**src/rtl/pc_clear_responder.sv**
```systemverilog
// pc_clear_responder
//
// Receives the CPU master-clear strobe, synchronises it into the core clock
// domain and detects its rising edge. Each detected edge starts the
// program-counter initialisation sequence:
//   CLEAR (CLR_CYCLES cycles) -> LOAD (1 cycle) -> WAIT_ACK -> RUN.
// A new edge in any state restarts the sequence from CLEAR.
//
// Ports:
//   clk        core clock, rising edge
//   reset      synchronous active-high reset
//   mc_in      master-clear strobe, may be asynchronous to clk
//   run_ack    control-unit acknowledge of cpu_ready
//   pc_clr     program-counter clear (high in CLEAR)
//   pc_load    one-cycle load strobe (high in LOAD)
//   pc_addr    START_ADDR while pc_load is high, 0 otherwise
//   cpu_ready  initialisation complete, waiting for run_ack
//   cpu_run    CPU released to run
//   busy       high in CLEAR, LOAD or WAIT_ACK
//   mc_count   saturating count of detected master-clear edges

module pc_clear_responder #(
  parameter int                CLR_CYCLES = 4,
  parameter int                ADDR_W     = 4,
  parameter logic [ADDR_W-1:0] START_ADDR = '0,
  parameter int                CNT_W      = 4
) (
  input  logic              clk,
  input  logic              reset,
  input  logic              mc_in,
  input  logic              run_ack,
  output logic              pc_clr,
  output logic              pc_load,
  output logic [ADDR_W-1:0] pc_addr,
  output logic              cpu_ready,
  output logic              cpu_run,
  output logic              busy,
  output logic [CNT_W-1:0]  mc_count
);

  // Sized so the counter can hold CLR_CYCLES-1 for every legal CLR_CYCLES.
  localparam int CW = $clog2(CLR_CYCLES + 1);

  typedef enum logic [2:0] {
    IDLE,
    CLEAR,
    LOAD,
    WAIT_ACK,
    RUN
  } state_t;

  state_t        state;
  logic          s1, s2, s3;
  logic [CW-1:0] clr_cnt;
  logic          mc_edge;

  // s1/s2 form the metastability synchroniser; s3 is the delayed copy used
  // for rising-edge detection, so a held-high strobe yields one edge.
  assign mc_edge = s2 & ~s3;

  // NOTE: all state below is updated with non-blocking assignments so every
  // flop samples the pre-edge values of the others (the synchroniser chain
  // depends on this to shift by exactly one stage per clock).
  always_ff @(posedge clk) begin
    if (reset) begin
      s1       <= 1'b0;
      s2       <= 1'b0;
      s3       <= 1'b0;
      state    <= IDLE;
      clr_cnt  <= '0;
      mc_count <= '0;
    end else begin
      s1 <= mc_in;
      s2 <= s1;
      s3 <= s2;

      if (mc_edge) begin
        // A new strobe wins over everything, including run_ack in WAIT_ACK.
        state   <= CLEAR;
        clr_cnt <= CW'(CLR_CYCLES - 1);
        if (mc_count != '1)
          mc_count <= mc_count + 1'b1;
      end else begin
        case (state)
          CLEAR: begin
            if (clr_cnt == '0)
              state <= LOAD;
            else
              clr_cnt <= clr_cnt - 1'b1;
          end
          LOAD:     state <= WAIT_ACK;
          WAIT_ACK: if (run_ack) state <= RUN;
          default:  ;  // IDLE and RUN hold until the next edge
        endcase
      end
    end
  end

  // Outputs decode the state register only; no input reaches an output
  // without passing through a flop.
  assign pc_clr    = (state == CLEAR);
  assign pc_load   = (state == LOAD);
  assign cpu_ready = (state == WAIT_ACK);
  assign cpu_run   = (state == RUN);
  assign busy      = (state == CLEAR) || (state == LOAD) || (state == WAIT_ACK);
  assign pc_addr   = pc_load ? START_ADDR : '0;

endmodule

```
**config.mk**
```make
export PLATFORM = sky130hd
export DESIGN_NAME = pc_clear_responder
export DESIGN_NICKNAME = d
export VERILOG_FILES = /design/src/rtl/pc_clear_responder.sv
export SDC_FILE = /design/constraint.sdc
export NUM_CORES = 1
export LEC_CHECK = 0
export BUFFER_PORTS_ARGS = -buffer_cell sky130_fd_sc_hd__buf_4
export CORE_MARGIN = 2
export CORE_UTILIZATION = 44
export DETAILED_ROUTE_END_ITERATION = 16
export PLACE_DENSITY = 0.82
export SETUP_SLACK_MARGIN = 0.1
export SLEW_MARGIN = 20
export SYNTH_ARGS = -nofsm -noshare
export SYNTH_HDL_FRONTEND = slang
export SYNTH_SLANG_ARGS = --single-unit
```
**constraint.sdc**
```tcl
create_clock -name clk -period 1.6 [get_ports clk]
set_clock_uncertainty 0.05 [all_clocks]
set_input_delay 0.16 -clock clk [delete_from_list [all_inputs] [get_ports clk]]
set_output_delay 0.16 -clock clk [all_outputs]
set_load 0.1 [all_outputs]
```
Yosys cells after proc, flatten, opt, wreduce, memory -nomap -nowiden
Index checks and enable logic that the tools add are counted.
{ "totals": {"inputBits": 4, "word_cells": 42, "ff_bits": 13} }
{ "op_classes": {"eq_ne": 10, "bitwise_logic": 3, "reduce_logical": 12, "addsub": 2, "muxes": 7} }
{ "ops": {"columns": ["op", "n"], "rows": [
  ["$pmux 3 s3", 1],
  ["$eq 3x2->1 const B", 2],
  ["$mux 2", 3],
  ["$mux 3", 2],
  ["$reduce_and 2->1", 3],
  ["$reduce_and 3->1", 2],
  ["$add 4x1->4 const B", 1],
  ["$ne 2x2->1 const B", 2],
  ["$ne 4x4->1 const B", 1],
  ["$reduce_bool 4->1", 1],
  ["$eq 3x1->1 const B", 1],
  ["$eq 3x3->1 const B", 1],
  ["$logic_not 3->1", 1],
  ["$ne 3x1->1 const B", 1],
  ["$ne 3x2->1 const B", 1],
  ["$reduce_bool 3->1", 1],
  ["$sub 3x1->3 const B", 1],
  ["$logic_or 1x1->1", 2],
  ["$ne 2x1->1 const B", 1],
  ["$not 1->1", 2],
  ["$reduce_bool 2->1", 1],
  ["$reduce_or 2->1", 1],
  ["$and 1x1->1", 1],
  ["$mux 1", 1]
]} }

Depth between registers and ports, before layout
{ "depth": {"ltp_word": 4, "depth_mapped": 5, "ltp_nobuf": 5} }

Worst setup path after synthesis
No wires, ideal clock.
{ "synth_path": {"path_type": "reg-to-output", "start": "reg state[1]", "end": "out pc_load", "stages_incl_launch_ff": 3, "t_arrival_ns": 2.846, "setup_slack_ns": -1.456, "n_path_buf": 1, "path_cell_list": "dfxtp_1 clkbuf_1 nor3b_1"} }
{ "synth_between": {"elab_chain_cells": 1} }
{ "synth_lines": {"columns": ["item", "line", "rtl"], "rows": [
  ["start: declaration", "52", "state_t state;"],
  ["start signal: assignment", "69", "state <= IDLE;"],
  ["start signal: assignment", "79", "state <= CLEAR;"],
  ["start signal: assignment", "87", "state <= LOAD;"],
  ["$eq 3x2->1", "102", "assign pc_load = (state == LOAD);"],
  ["end: declaration", "33", "output logic pc_load,"]
]} }
Every way passes these cells.

Worst setup path after layout
{ "layout_path": {"start": "reg clr_cnt[0]", "end": "reg state[0]"} }
{ "layout_between": {"elab_chain_cells": 3} }
{ "layout_lines": {"columns": ["item", "line", "rtl"], "rows": [
  ["start: declaration", "54", "logic [CW-1:0] clr_cnt;"],
  ["start signal: assignment", "80", "clr_cnt <= CW'(CLR_CYCLES - 1);"],
  ["start signal: assignment", "89", "clr_cnt <= clr_cnt - 1'b1;"],
  ["$logic_not 3->1", "86", "if (clr_cnt == '0)"],
  ["$ne 3x1->1 (no source line)", null, null],
  ["$reduce_and 3->1 (no source line)", null, null],
  ["end signal: assignment", "87", null],
  ["end signal: assignment", "91", "LOAD: state <= WAIT_ACK;"],
  ["end signal: assignment", "92", "WAIT_ACK: if (run_ack) state <= RUN;"]
]} }
Every way passes these cells.
A chain may end at the register's enable or synchronous reset.

==> summary.md <==
| Metric | Value |
|---|---|
| Outcome | `finished clean` |
| Most numerous cell in the Yosys netlist | `dfxtp_1` |
| Final Cycle Share | `about 91%` |
| Largest net degree at the start of global routing | `15` |
| Crit Reg-Reg Endpoint | `state[0]` |
| CTS H-tree lvls | `1` |
| RSZ-0062 raised after global routing | `true` |
| Reg clk slew, reported paths | `around 80 ps` |
| Count of final hold-check violations | `0` |
| Post-synth EDFFs | `0` |
| VDD IR max | `between 0.5 and 0.6 mV` |
| Hold buffers post-CTS | `0` |
| Placed Cells incl. Taps | `a little over 100` |
| CP cell instances | `inv_2 > ha_2 > nor2b_4 > buf_6 > or3b_1 > a31oi_1` |
| Grt total ovfl | `0` |
| Share of post-route cells with drive strength above 1 | `42.4%` |
| Final #Nets | `100` |
| Ys async rst share | `0%` |
| Reg-to-reg startpoint | `clr_cnt[0]` |
| Fin worst setup slack | `~140 ps` |
| Clock power frac | `between 20% and 30%` |
| TritonCTS Buffers | `3` |
| WL final | `roughly 1500 um` |
| GR Util All Layers | `between 10% and 20%` |
| Flop pwr share | `approximately 45%` |
| CTS tree | `yes` |
| Share of Yosys cell area claimed by the top area cell type | `slightly below 40%` |
| Final instance area | `~900 um2` |
| Final min period | `~1500 ps` |
| R2R cell count | `6` |
| DR DRC count | `0` |
| Seq/Total Area, Yosys | `39.2%` |
| Initial drt markers | `9` |
| PortBufs | `12` |
| Worst min-delay path class | `input port to flip-flop` |
| Max-cap violations | `0` |
| DIE HEIGHT | `42.8 um` |
| Vias | `598` |
| Hold path endpoint | `s1` |
| Filler cells | `about 130` |
| Per-cell routed wire length | `around 13 um` |
| Leakage | `0.363 nW` |
| CP Data Arrival Time | `approximately 1600 ps` |
| Ys flop type | `dfxtp_1` |
| Drt via density | `roughly 5.5` |
| Final GP Congestion | `approximately 0.76` |
| Initial Util | `~46%` |
| Synth top cells by count | `13 x dfxtp_1, 6 x a21oi_1, 6 x nor2b_1` |
| P&R area growth vs syn | `36.6%` |
| Antenna-violating nets left | `0` |
| Max-slew violation count | `0` |
| Ant diodes | `0` |
| FF-to-FF setup slack | `approximately 140 ps` |
| CP bufs+invs | `2` |
| Cell Count, Final, Fillers Out | `108` |
| Mapped cell area | `roughly 660 um2` |
| Cell class contributing the biggest share of worst-path delay | `simple AND/OR/NAND/NOR gates` |
| Endpoints failing setup | `0` |
| # clock sinks | `13` |
| Worst Path Max Fanout | `5` |
| Combinational power share | `roughly 28%` |
| Cell Pwr Density | `~860 nW/um2` |
| CP max stage delay | `around 350 ps` |
| Syn. warnings | `0` |
| Placed cell areas | `796 um2` |
| Int Power | `0.495 mW` |
| First-pass GRT wire length | `around 2300 um` |
| Fmax | `roughly 690 MHz` |
| Sw Share | `a little over a third` |
| Post-Synthesis Cells | `76` |
| Clk root buf | `clkbuf_4` |
| Switching pwr | `approximately 0.28 mW` |
| Core ar. | `between 1000 and 1500 um2` |
| CP endpoint kind | `flip-flop` |
| Worst skew pair latency | `between 200 and 300 ps` |
| Site Rows | `14` |
| Clk buf depth | `2` |
| Syn_area_per_cell | `approximately 8.7 um2` |
| # IOs | `17` |
| CP Launch Type | `flip-flop` |
| Hold path cells | `2` |
| Initial antenna violation count | `0` |
| Synth cell types | `29` |
| Drt pass-1 iters | `4` |
| Worst hold start | `mc_in` |
| Die Wd | `approximately 43 um` |
| WP data required | `1760 ps` |
| Post-place setup slack | `-9.60 ps` |
| Vias in the first global route | `around 520` |
| Crit path kind | `flip-flop to flip-flop` |
| Total die area | `1830 um2` |
| DP HPWL | `929 um` |
| Fin Hold WS | `roughly 38 ps` |
| Top post-synthesis cells by area | `dfxtp_1 39%, ha_1 5.7%, nor2b_1 5.7%` |
| #FFs+latches synth | `13` |
| Crit path max-delay cell type | `or3b_1` |
| Dominant cell type by area after synthesis | `dfxtp_1` |
per-layer routing:
layer  share of wire, %  wire, um  GRT usage, %  up-vias
met5                  0         0             0        -
met4                1.6        23          9.38        0
met3                3.3        48          3.83        4
met2                 52       753          30.0       11
met1                 43       626          19.6      288
li1                   -         -             -      295
flip-flops by register name, summed over array words and instances (netlist names):
name	cells
s1	1
s3	1
s2	1
clr_cnt	3
mc_count	4
state	3
repair_timing:
item                       CTS  global route
setup endpoints to repair    7             7
pin swaps                    1             2
gates resized for setup     12             8
setup buffers                2             0
layout make-up:
cell class / count / area [um2] / share of cell area (%)
Clock buffer: 4 / 26.3 / 2.90
Multi-Input combinational cell: 56 / 422 / 46.5
Inverter: 2 / 7.51 / 0.829
Sequential cell: 13 / 279 / 30.8
Timing Repair Buffer: 17 / 151 / 16.7
Tap cell: 16 / 20.0 / 2.21
power by group through the flow:
stage | clock, mW | combinational, mW | sequential (mW)
detailed placement | 0 | 0.189 | 0.356
global placement | 0 | 0.185 | 0.355
global route | 0.225 | 0.232 | 0.352
floorplan | 0 | 0.156 | 0.362
finish | 0.208 | 0.219 | 0.349
CTS | 0.214 | 0.206 | 0.350
how the worst max path moves through the flow:
stage / start / to / slack [ps] / depth (start not counted)
3_5_place_dp: clr_cnt[0] / clr_cnt[2] / -10 / 5
3_3_place_gp: clr_cnt[0] / clr_cnt[2] / 60 / 5
5_1_grt: clr_cnt[0] / state[0] / 60 / 6
4_1_cts: clr_cnt[0] / clr_cnt[2] / 100 / 5
2_1_floorplan: state[1] / pc_load / -40 / 2
6_report: clr_cnt[0] / state[0] / 140 / 6
worst reg2reg max path, cell delays in order (launching register included):
cell,delay [ps]
dfxtp_2,340
inv_2,40
ha_2,170
nor2b_4,140
buf_6,130
or3b_1,350
a31oi_1,160
logic make-up (layout without fill, tap and decap cells):
family                     Yosys count  count (layout)  share of synthesized area [%]
and+or+nand+nor                     33              33                           30.9
AOI/OAI and AO/OA                   15              15                           14.0
DFF                                 13              13                           39.2
buffers and inverters               10              23                           7.92
adders and majority gates            3               3                           5.66
other                                1               4                          0.565
muxes                                1               1                           1.70
stage by stage:
step | TNS (ps) | power (mW) | utilization, %
floorplan | -78.2 | 0.518 | -
global placement | 0 | 0.540 | 54.7
detailed placement | -9.60 | 0.545 | 54.7
CTS | 0 | 0.770 | 60.3
global route | 0 | 0.809 | 62.3
finish | 0 | 0.777 | 62.3
cell usage in the layout, fill, tap and decap left out, types with 3 or more instances in the layout:
cell	Yosys	layout
clkbuf_4	0	3
conb_1	1	4
buf_6	0	3
dfxtp_1	13	6
nor3_1	5	5
buf_4	4	13
a31oi_1	3	3
dfxtp_2	0	3
a21oi_1	6	6
nor2b_1	6	4
dfxtp_4	0	4
No activity file was read; power rests on OpenSTA's default activity.
